$ cat src/rtl/sodor5_verif.sv
// sodor5_verif: lockstep differential checker for a 5-stage RV32I integer pipeline.
// One instruction word per cycle drives both a 5-stage pipelined core (coretop) and a
// single-cycle ISA model (s5m). The model result is delayed PIPE_LAT cycles and compared
// with the pipeline's writeback every cycle.
// Ports:
//   clk             rising-edge clock
//   reset_n         asynchronous active-low reset (register/dmem contents are preserved)
//   instr           instruction word, consumed every cycle
//   retire_valid    pipeline WB stage writes a register this cycle
//   retire_rd       WB destination register
//   retire_data     WB write data
//   mismatch        this cycle's WB differs from the delayed model result
//   mismatch_sticky set on any mismatch, cleared only by reset

package sodor5_pkg;
    localparam logic [6:0] OpImm  = 7'b0010011;
    localparam logic [6:0] OpLoad = 7'b0000011;

    function automatic logic writes_rd(input logic [6:0] opcode, input logic [2:0] f3,
                                       input logic [4:0] rd);
        logic ok;
        ok = 1'b0;
        if (opcode == OpImm) begin
            ok = 1'b1;
        end else if (opcode == OpLoad) begin
            ok = (f3 inside {3'd0, 3'd1, 3'd2, 3'd4, 3'd5});
        end
        return ok && (rd != 5'd0);
    endfunction

    function automatic logic [31:0] sext12(input logic [11:0] imm);
        return {{20{imm[11]}}, imm};
    endfunction

    function automatic logic [31:0] op_imm(input logic [2:0] f3, input logic [11:0] imm,
                                           input logic [31:0] a);
        logic [31:0] b;
        logic [31:0] r;
        logic [4:0]  sh;
        b  = sext12(imm);
        sh = imm[4:0];
        r  = '0;
        case (f3)
            3'd0: r = a + b;
            3'd1: r = a << sh;
            3'd2: r = {31'd0, $signed(a) < $signed(b)};
            3'd3: r = {31'd0, a < b};
            3'd4: r = a ^ b;
            3'd5: begin
                // imm[10] selects arithmetic shift
                if (imm[10]) r = $signed(a) >>> sh;
                else         r = a >> sh;
            end
            3'd6: r = a | b;
            3'd7: r = a & b;
        endcase
        return r;
    endfunction

    function automatic logic [31:0] load_ext(input logic [2:0] f3, input logic [1:0] lo,
                                             input logic [31:0] w);
        logic [31:0] sh_w;
        logic [7:0]  b;
        logic [15:0] h;
        logic [31:0] r;
        sh_w = w >> {lo, 3'b000};
        b    = sh_w[7:0];
        h    = lo[1] ? w[31:16] : w[15:0];
        case (f3)
            3'd0:    r = {{24{b[7]}}, b};
            3'd1:    r = {{16{h[15]}}, h};
            3'd2:    r = w;
            3'd4:    r = {24'd0, b};
            3'd5:    r = {16'd0, h};
            default: r = '0;
        endcase
        return r;
    endfunction
endpackage

// Register file, x0 reads as zero, write-first bypass on the read port.
module sodor5_regfile #(
    parameter int unsigned NUM_REGS = 32
) (
    input  logic        clk,
    input  logic [4:0]  raddr,
    output logic [31:0] rdata,
    input  logic        wen,
    input  logic [4:0]  waddr,
    input  logic [31:0] wdata
);
    logic [31:0] regfile [NUM_REGS];

    always_ff @(posedge clk) begin
        if (wen) regfile[waddr] <= wdata;
    end

    always_comb begin
        rdata = regfile[raddr];
        if (raddr == 5'd0)                 rdata = '0;
        else if (wen && (waddr == raddr))  rdata = wdata;
    end
endmodule

// Data memory, combinational read. The write port is a backdoor, tied off in operation.
module sodor5_dmem #(
    parameter int unsigned DMEM_WORDS = 16
) (
    input  logic        clk,
    input  logic [3:0]  idx,
    output logic [31:0] rdata,
    input  logic        wen,
    input  logic [3:0]  widx,
    input  logic [31:0] wdata
);
    logic [31:0] mem [DMEM_WORDS];

    always_ff @(posedge clk) begin
        if (wen) mem[widx] <= wdata;
    end

    assign rdata = mem[idx];
endmodule

// Pipeline datapath: IF/ID -> ID/EX -> EX/MEM -> MEM/WB, regfile written at end of WB.
module sodor5_dpath #(
    parameter int unsigned NUM_REGS = 32
) (
    input  logic        clk,
    input  logic        reset_n,
    input  logic [31:0] instr,
    output logic [3:0]  dmem_idx,
    input  logic [31:0] dmem_rdata,
    output logic        retire_valid,
    output logic [4:0]  retire_rd,
    output logic [31:0] retire_data
);
    import sodor5_pkg::*;

    logic        id_valid_q, id_valid_d;
    logic [31:0] id_instr_q, id_instr_d;
    logic        ex_wen_q, ex_wen_d;
    logic [31:0] ex_instr_q, ex_instr_d;
    logic [31:0] ex_rs1_q, ex_rs1_d;
    logic        mem_wen_q, mem_wen_d;
    logic        mem_load_q, mem_load_d;
    logic [4:0]  mem_rd_q, mem_rd_d;
    logic [2:0]  mem_f3_q, mem_f3_d;
    logic [31:0] mem_alu_q, mem_alu_d;
    logic        wb_wen_q, wb_wen_d;
    logic [4:0]  wb_rd_q, wb_rd_d;
    logic [31:0] wb_data_q, wb_data_d;

    logic [31:0] id_rs1_val;
    logic [4:0]  ex_rs1;
    logic [31:0] ex_a, ex_result;
    logic [31:0] mem_result;

    sodor5_regfile #(.NUM_REGS(NUM_REGS)) regfile (
        .clk   (clk),
        .raddr (id_instr_q[19:15]),
        .rdata (id_rs1_val),
        .wen   (wb_wen_q),
        .waddr (wb_rd_q),
        .wdata (wb_data_q)
    );

    // MEM stage: combinational dmem read and load extraction
    always_comb begin
        dmem_idx   = mem_alu_q[5:2];
        mem_result = mem_alu_q;
        if (mem_load_q) mem_result = load_ext(mem_f3_q, mem_alu_q[1:0], dmem_rdata);
    end

    // EX stage operand forwarding, MEM beats WB beats the ID-stage read
    always_comb begin
        ex_rs1 = ex_instr_q[19:15];
        ex_a   = ex_rs1_q;
        if (mem_wen_q && (mem_rd_q == ex_rs1))     ex_a = mem_result;
        else if (wb_wen_q && (wb_rd_q == ex_rs1))  ex_a = wb_data_q;
        if (ex_instr_q[6:0] == OpLoad) ex_result = ex_a + sext12(ex_instr_q[31:20]);
        else ex_result = op_imm(ex_instr_q[14:12], ex_instr_q[31:20], ex_a);
    end

    always_comb begin
        id_valid_d = 1'b1;
        id_instr_d = instr;
        ex_wen_d   = id_valid_q
                     && writes_rd(id_instr_q[6:0], id_instr_q[14:12], id_instr_q[11:7]);
        ex_instr_d = id_instr_q;
        ex_rs1_d   = id_rs1_val;
        mem_wen_d  = ex_wen_q;
        mem_load_d = (ex_instr_q[6:0] == OpLoad);
        mem_rd_d   = ex_instr_q[11:7];
        mem_f3_d   = ex_instr_q[14:12];
        mem_alu_d  = ex_result;
        wb_wen_d   = mem_wen_q;
        wb_rd_d    = mem_rd_q;
        wb_data_d  = mem_result;
    end

    always_ff @(posedge clk or negedge reset_n) begin
        if (!reset_n) begin
            id_valid_q <= 1'b0;
            id_instr_q <= '0;
            ex_wen_q   <= 1'b0;
            ex_instr_q <= '0;
            ex_rs1_q   <= '0;
            mem_wen_q  <= 1'b0;
            mem_load_q <= 1'b0;
            mem_rd_q   <= '0;
            mem_f3_q   <= '0;
            mem_alu_q  <= '0;
            wb_wen_q   <= 1'b0;
            wb_rd_q    <= '0;
            wb_data_q  <= '0;
        end else begin
            id_valid_q <= id_valid_d;
            id_instr_q <= id_instr_d;
            ex_wen_q   <= ex_wen_d;
            ex_instr_q <= ex_instr_d;
            ex_rs1_q   <= ex_rs1_d;
            mem_wen_q  <= mem_wen_d;
            mem_load_q <= mem_load_d;
            mem_rd_q   <= mem_rd_d;
            mem_f3_q   <= mem_f3_d;
            mem_alu_q  <= mem_alu_d;
            wb_wen_q   <= wb_wen_d;
            wb_rd_q    <= wb_rd_d;
            wb_data_q  <= wb_data_d;
        end
    end

    assign retire_valid = wb_wen_q;
    assign retire_rd    = wb_rd_q;
    assign retire_data  = wb_data_q;
endmodule

module sodor5_core #(
    parameter int unsigned NUM_REGS = 32
) (
    input  logic        clk,
    input  logic        reset_n,
    input  logic [31:0] instr,
    output logic [3:0]  dmem_idx,
    input  logic [31:0] dmem_rdata,
    output logic        retire_valid,
    output logic [4:0]  retire_rd,
    output logic [31:0] retire_data
);
    sodor5_dpath #(.NUM_REGS(NUM_REGS)) d (
        .clk          (clk),
        .reset_n      (reset_n),
        .instr        (instr),
        .dmem_idx     (dmem_idx),
        .dmem_rdata   (dmem_rdata),
        .retire_valid (retire_valid),
        .retire_rd    (retire_rd),
        .retire_data  (retire_data)
    );
endmodule

module sodor5_coretop #(
    parameter int unsigned NUM_REGS   = 32,
    parameter int unsigned DMEM_WORDS = 16
) (
    input  logic        clk,
    input  logic        reset_n,
    input  logic [31:0] instr,
    output logic        retire_valid,
    output logic [4:0]  retire_rd,
    output logic [31:0] retire_data
);
    logic [3:0]  dmem_idx;
    logic [31:0] dmem_rdata;

    sodor5_core #(.NUM_REGS(NUM_REGS)) core (
        .clk          (clk),
        .reset_n      (reset_n),
        .instr        (instr),
        .dmem_idx     (dmem_idx),
        .dmem_rdata   (dmem_rdata),
        .retire_valid (retire_valid),
        .retire_rd    (retire_rd),
        .retire_data  (retire_data)
    );

    sodor5_dmem #(.DMEM_WORDS(DMEM_WORDS)) dmem (
        .clk   (clk),
        .idx   (dmem_idx),
        .rdata (dmem_rdata),
        .wen   (1'b0),
        .widx  (4'd0),
        .wdata (32'd0)
    );
endmodule

// Single-cycle reference model; its regfile updates at the edge that captures instr.
module sodor5_model #(
    parameter int unsigned NUM_REGS   = 32,
    parameter int unsigned DMEM_WORDS = 16
) (
    input  logic        clk,
    input  logic        reset_n,
    input  logic [31:0] instr,
    output logic        res_valid,
    output logic [4:0]  res_rd,
    output logic [31:0] res_data
);
    import sodor5_pkg::*;

    logic [31:0] regfile [NUM_REGS];
    logic [31:0] rs1_val, addr, word;
    logic        unused_addr;

    assign rs1_val     = (instr[19:15] == 5'd0) ? 32'd0 : regfile[instr[19:15]];
    assign addr        = rs1_val + sext12(instr[31:20]);
    assign unused_addr = ^addr[31:6];

    sodor5_dmem #(.DMEM_WORDS(DMEM_WORDS)) dmem (
        .clk   (clk),
        .idx   (addr[5:2]),
        .rdata (word),
        .wen   (1'b0),
        .widx  (4'd0),
        .wdata (32'd0)
    );

    always_comb begin
        res_valid = writes_rd(instr[6:0], instr[14:12], instr[11:7]);
        res_rd    = instr[11:7];
        if (instr[6:0] == OpLoad) res_data = load_ext(instr[14:12], addr[1:0], word);
        else                      res_data = op_imm(instr[14:12], instr[31:20], rs1_val);
    end

    // instr is ignored while reset is held
    always_ff @(posedge clk) begin
        if (reset_n && res_valid) regfile[res_rd] <= res_data;
    end
endmodule

module sodor5_verif #(
    parameter int unsigned XLEN       = 32,
    parameter int unsigned NUM_REGS   = 32,
    parameter int unsigned DMEM_WORDS = 16,
    parameter int unsigned PIPE_LAT   = 4
) (
    input  logic            clk,
    input  logic            reset_n,
    input  logic [XLEN-1:0] instr,
    output logic            retire_valid,
    output logic [4:0]      retire_rd,
    output logic [XLEN-1:0] retire_data,
    output logic            mismatch,
    output logic            mismatch_sticky
);
    logic        m_valid;
    logic [4:0]  m_rd;
    logic [31:0] m_data;

    logic [PIPE_LAT-1:0] dly_valid_q, dly_valid_d;
    logic [4:0]          dly_rd_q   [PIPE_LAT];
    logic [4:0]          dly_rd_d   [PIPE_LAT];
    logic [31:0]         dly_data_q [PIPE_LAT];
    logic [31:0]         dly_data_d [PIPE_LAT];
    logic                sticky_q, sticky_d;

    sodor5_model #(.NUM_REGS(NUM_REGS), .DMEM_WORDS(DMEM_WORDS)) s5m (
        .clk       (clk),
        .reset_n   (reset_n),
        .instr     (instr),
        .res_valid (m_valid),
        .res_rd    (m_rd),
        .res_data  (m_data)
    );

    sodor5_coretop #(.NUM_REGS(NUM_REGS), .DMEM_WORDS(DMEM_WORDS)) coretop (
        .clk          (clk),
        .reset_n      (reset_n),
        .instr        (instr),
        .retire_valid (retire_valid),
        .retire_rd    (retire_rd),
        .retire_data  (retire_data)
    );

    // Delay line aligns the model result with the pipeline's WB stage
    always_comb begin
        dly_valid_d    = {dly_valid_q[PIPE_LAT-2:0], m_valid};
        dly_rd_d[0]    = m_rd;
        dly_data_d[0]  = m_data;
        for (int i = 1; i < PIPE_LAT; i++) begin
            dly_rd_d[i]   = dly_rd_q[i-1];
            dly_data_d[i] = dly_data_q[i-1];
        end
    end

    always_comb begin
        mismatch = (retire_valid != dly_valid_q[PIPE_LAT-1]);
        if (retire_valid && dly_valid_q[PIPE_LAT-1]) begin
            mismatch = (retire_rd != dly_rd_q[PIPE_LAT-1])
                       || (retire_data != dly_data_q[PIPE_LAT-1]);
        end
        sticky_d        = sticky_q | mismatch;
        mismatch_sticky = sticky_q | mismatch;
    end

    always_ff @(posedge clk or negedge reset_n) begin
        if (!reset_n) begin
            dly_valid_q <= '0;
            for (int i = 0; i < PIPE_LAT; i++) begin
                dly_rd_q[i]   <= '0;
                dly_data_q[i] <= '0;
            end
            sticky_q <= 1'b0;
        end else begin
            dly_valid_q <= dly_valid_d;
            for (int i = 0; i < PIPE_LAT; i++) begin
                dly_rd_q[i]   <= dly_rd_d[i];
                dly_data_q[i] <= dly_data_d[i];
            end
            sticky_q <= sticky_d;
        end
    end
endmodule

$ cat config.mk
export PLATFORM = sky130hd
export DESIGN_NAME = sodor5_verif
export DESIGN_NICKNAME = d
export VERILOG_FILES = /design/src/rtl/sodor5_verif.sv
export SDC_FILE = /design/constraint.sdc
export NUM_CORES = 2
export LEC_CHECK = 0
export CELL_PAD_IN_SITES_DETAIL_PLACEMENT = 0
export CELL_PAD_IN_SITES_GLOBAL_PLACEMENT = 2
export CORE_UTILIZATION = 48
export CTS_CLUSTER_DIAMETER = 150
export CTS_CLUSTER_SIZE = 12
export DETAILED_ROUTE_END_ITERATION = 16
export PLACE_DENSITY = 0.9
export SLEW_MARGIN = 20
export SYNTH_ARGS = -nofsm -noshare
export SYNTH_HDL_FRONTEND = slang
export SYNTH_SLANG_ARGS = --single-unit
$ cat constraint.sdc
create_clock -name clk -period 7 [get_ports clk]
set_input_delay 1.4 -clock clk [delete_from_list [all_inputs] [get_ports clk]]
set_output_delay 1.4 -clock clk [all_outputs]
set_load 0.05 [all_outputs]
Word-level counts from Yosys, hierarchy flattened
Memory sizes are Yosys's and may differ from the RTL's.
Cells that the tools add are included.

word-level totals
  bits in registers = 331
  memories kept = 2
  input bits = 34
  bits in writable memories = 2048
  word-level logic and storage cells = 123

memories
  name                            words  width  read ports  clocked after Yosys merged registers in  wr ports  line  text
  coretop.core.d.regfile.regfile  32     32     1           0                                        1         92    logic [31:0] regfile [NUM_REGS];
  s5m.regfile                     32     32     1           0                                        1         312   logic [31:0] regfile [NUM_REGS];

cells by class
  equality and inequality tests = 33
  muxes and demuxes = 25
  reductions and logical operators = 19
  order comparisons = 4
  shift-type cells = 8
  $add $sub $neg = 2
  bitwise operators = 7

operators by type and width
  cell                    count
  $pmux W32 S8            2
  $mux W32                10
  $pmux W32 S5            2
  $add A32 B32 Y32        2
  $and A32 B32 Y32        2
  $lt A32 B12 Y1          2
  $lt A32 B32 Y1          2
  $or A32 B32 Y32         2
  $shl A32 B5 Y32         2
  $shr A32 B5 Y32         2
  $shr A32 B5 Y8 const A  2
  $sshr A32 B5 Y32        2
  $xor A32 B32 Y32        2
  $eq A3 B3 Y1 const B    12
  $mux W16                2
  $ne A32 B32 Y1          1
  $eq A7 B2 Y1 const B    3
  $reduce_bool A5 Y1      4
  $eq A3 B2 Y1 const B    6
  $eq A5 B5 Y1            3
  $eq A7 B5 Y1 const B    2
  $eq A3 B1 Y1 const B    4
  $logic_not A3 Y1        4
  $logic_not A5 Y1        2
  6 further kinds         21

Logic depth before layout (Yosys ltp)
  depth in word-level cells = 8
  gate-level depth with buffers = 23
  mapped depth without buffers = 18

By module
Synthesis repeated with hierarchy kept, for this count alone.

second synthesis, totals
  cell total of the unflattened synthesis = 8471
  area total of the unflattened synthesis = 144891.5 µm²

by module, submodules not included
  module          area each (µm²)  cells each  instances
  sodor5_model    48441.5          3250        1
  sodor5_regfile  39206.4          1810        1
  sodor5_dmem     19213.4          806         2
  sodor5_dpath    14432.6          1570        1
  sodor5_verif    4380.5           228         1
  sodor5_coretop  3.8              1           1

Worst setup path after synthesis
OpenSTA, ideal clock, no wires.

  path type = input-to-reg
  start point = input port instr[15]
  end point = memory s5m.regfile[0][26], data pin
  setup time = 487 ps
  data required time = 6513 ps
  arrival = 6772 ps
  cell stages on the path = 19
  slack = -260 ps
  buffers on the path = 4
  cell sequence = buf_6 > buf_6 > buf_4 > buf_4 > mux4_2 > a22oi_1 > a22o_1 > nand2b_1 > inv_1 > ha_1 > o21ai_0 > a21oi_1 > o41ai_1 > a21oi_1 > a221o_1 > o311a_1 > nor2_1 > xor2_1 > a221oi_1

RTL lines
  element             line  text
  start: declaration  350   input logic [XLEN-1:0] instr,
  end: declaration    312

==> impl_metrics.env <==
export IMPL_power_density_mw_per_mm2=265
export IMPL_gr_total_overflow=0
export IMPL_setup_viol=0
export IMPL_grt_total_usage_pct=31.5
export IMPL_clk_latency_ns=0.89
export IMPL_leakagePower_nw=40.8
export IMPL_ys_top_cells_by_area="edfxtp_1, mux4_2, dfrtp_1, mux2i_1, ha_1"
export IMPL_core_area_mm2=0.215
export IMPL_cp_max_fo=33
export IMPL_fin_cells=9848
export IMPL_die_w_um=467
export IMPL_ys_ff_latch=2356
export IMPL_routedWlPerCell_um=35.0
export IMPL_synth_ff_type="edfxtp_1"
export IMPL_synth_area_mm2=0.104
export IMPL_numClockSinks=2356
export IMPL_dieArea_mm2=0.218
export IMPL_netlist_cell_type_count=94
export IMPL_ff2ff_path_depth=14
export IMPL_ant_nets=0
export IMPL_dr_total_vias=65073
export IMPL_fin_skew_ns=0.0773
export IMPL_rr_endpoint="coretop.core.d.mem_alu_q[0]"
export IMPL_r2r_slack_ns=0.93
export IMPL_clk_path_buf_depth=3
export IMPL_crit_path_end_kind="flip-flop"
export IMPL_finalHoldViolations=0
export IMPL_cts_resized_gates=0
export IMPL_whs_path_depth=0
export IMPL_path_clk_slew_ns=0.06
export IMPL_gp_congestion=1.02
export IMPL_grt_start_max_net_pins=144
export IMPL_yosysWarnings=0
export IMPL_dp_hpwl_um=224000
export IMPL_final_common_cell="edfxtp_1"
export IMPL_htree_num_levels=4
export IMPL_power_w=0.0313
export IMPL_holdBufCountCts=0
export IMPL_drt_first_iter_violations=9003
export IMPL_ios=74
export IMPL_synthToLayoutAreaGrowth_pct=14.1
export IMPL_dr_pass1_iters=6
export IMPL_worstMarginPinSlew_ns=1.24
export IMPL_max_vdd_ir_drop_v=0.000291
export IMPL_drive_gt1_share_pct=21.9
export IMPL_holdWs_ns=0.312
export IMPL_status="finished clean"
export IMPL_layout_min_cycle_time_ns=6.41
export IMPL_post_cts_buffers=0
export IMPL_antenna_found_initial=8
export IMPL_dpl_cell_count=9553
export IMPL_hold_path_class="reg2reg"
export IMPL_netlist_top_cell_by_area="edfxtp_1"
export IMPL_grt_pass1_wl_um=484000
export IMPL_cap_violations=0
export IMPL_portBuffers=73
export IMPL_synth_edf_count=2048
export IMPL_fin_crit_sh_pct=91.6
export IMPL_min_to="dly_data_q[19]"
export IMPL_numCtsBuffers=214
export IMPL_slew_violations=0
export IMPL_grt_pass1_vias=64440
export IMPL_critPathLaunchType="primary input"
export IMPL_drc=0
export IMPL_routed_wl_um=345000
export IMPL_avgSynthCellArea_um2=16.1
export IMPL_hp_start="dly_data_d[19]"
export IMPL_via_per_inst=6.61
export IMPL_die_h_um=467
export IMPL_layout_common_cells="edfxtp_1, mux4_2, buf_4"
export IMPL_worstPathRequired_ns=7.58
export IMPL_rsz0062_at_grt="no"
export IMPL_rr_startpoint="coretop.core.d.ex_instr_q[18]"
export IMPL_yosysSeqAreaShare_pct=66.7
export IMPL_crit_arrival_ns=6.99
export IMPL_relSlewSlack_pct=16.6
export IMPL_start_util_pct=48.3
export IMPL_crit_type="in2reg"
export IMPL_synth_async_sr_flop_share_pct=13.1
export IMPL_cts_tree="yes"
export IMPL_nNetsFinal=7180
export IMPL_syn_inst=6450
export IMPL_core_rowCount=170
export IMPL_cts_root_buf="clkbuf_16"
export IMPL_fmax_mhz=156
export IMPL_netlist_area_leader_share_pct=59.3
-- power by group --
group          switching (W)  internal [W]  total (W)
clock network        0.00494       0.00563     0.0106
registers           0.000149        0.0159     0.0161
logic                0.00312       0.00159    0.00471
total                0.00821        0.0231     0.0313
-- through the flow --
stage                     setup slack, ns  util [%]  setup TNS (ns)  instance area [µm²]
after global placement             -0.113      52.3           -3.62               112000
after CTS                           0.686      55.1               0               118000
final                               0.591      55.1               0               118000
after floorplan                   0.00361         -               0               104000
after global routing                0.389      55.1               0               118000
after detailed placement           -0.164      52.3           -6.35               112000
-- cell usage after synthesis, types with 14 or more instances --
cell type	count
buf_2	44
a22oi_1	71
a21o_1	25
a22o_1	24
mux4_2	518
buf_6	19
a211oi_1	80
xor2_1	35
nor2_1	414
nand2_1	285
o21ai_0	284
dfrtp_1	308
o211ai_1	29
buf_1	72
nand4_1	45
nor3_1	97
a21oi_1	236
or3_1	14
a31oi_1	74
o21a_1	16
nor2b_1	60
inv_1	127
a211o_1	20
nor4_1	30
clkbuf_1	248
nand2b_1	17
nand3_1	97
mux2i_1	290
o22a_1	30
o221ai_1	45
nand3b_1	15
buf_4	18
a221oi_1	37
mux2_2	47
ha_1	212
xnor2_1	56
o21bai_1	18
o22ai_1	89
edfxtp_1	2048
-- area by class of cell --
class,instances,area (µm²)
antenna,5,12.5
inverter,136,510
sequential,2356,69200
fill,16335,96300
clock buffer,274,5620
multi-input combinational,3584,33100
tap,2838,3550
clock inverter,15,393
timing repair buffer,640,5950
-- sequential cells by signal (all words and copies together) (netlist names), 4 cells and up --
register                        count
coretop.core.d.ex_instr_d          32
coretop.core.d.ex_instr_q          32
coretop.core.d.ex_rs1_q            32
coretop.core.d.mem_alu_q           32
coretop.core.d.mem_rd_q             4
coretop.core.d.regfile.regfile   1024
coretop.core.d.retire_data         32
coretop.core.d.retire_rd            4
dly_data_d                         96
dly_data_q                         32
dly_valid_q                         4
s5m.regfile                      1024
-- logic make-up after synthesis --
kind of cell / after synthesis / synth area share (%)
adder cells (fa/ha/maj): 214 / 2.60
AND/OR/NAND/NOR: 1165 / 5.24
AO/OA/AOI/OAI: 1226 / 7.84
other: 2 / 0.00724
multiplexers: 855 / 14.6
buffers and inverters: 541 / 2.25
flip-flops: 2356 / 66.7
XOR/XNOR: 91 / 0.769
-- worst max-delay path, stage by stage --
cell and delay, ns:
clkdlybuf4s50_1 0.46, buf_12 0.17, buf_4 0.19, and2_2 0.23, buf_12 0.15, a22o_1 0.19, a2111oi_0 0.56, a31o_2 0.27
nand2b_1 0.16, fa_1 0.20, or2_2 0.13, a21oi_1 0.15, o41ai_1 0.55, a21oi_1 0.26, a221o_1 0.47, o311a_1 0.35
o2111ai_1 0.25, a21oi_1 0.10, a31oi_1 0.28, a41oi_4 0.17, buf_12 0.21
-- how the worst max path moves through the flow --
| stage | to | cells after the start | start | slack, ns |
|---|---|---|---|---|
| 2_1_floorplan | s5m.regfile[0][5] | 19 | instr[15] | 0.004 |
| 3_3_place_gp | s5m.regfile[16][30] | 21 | instr[18] | -0.11 |
| 3_5_place_dp | s5m.regfile[30][30] | 21 | instr[18] | -0.16 |
| 4_1_cts | s5m.regfile[17][30] | 21 | instr[18] | 0.69 |
| 5_1_grt | s5m.regfile[6][30] | 21 | instr[18] | 0.39 |
| 6_report | s5m.regfile[4][30] | 21 | instr[18] | 0.59 |
-- layer usage --
metal,global-route usage (%),vias to the layer above,part of all wire (%)
li1,-,26587,-
met1,41.9,33581,38
met2,51.0,4141,48
met3,4.42,764,8.6
met4,15.7,0,5.7
met5,0,-,0
(Power assumes the default switching activity.)
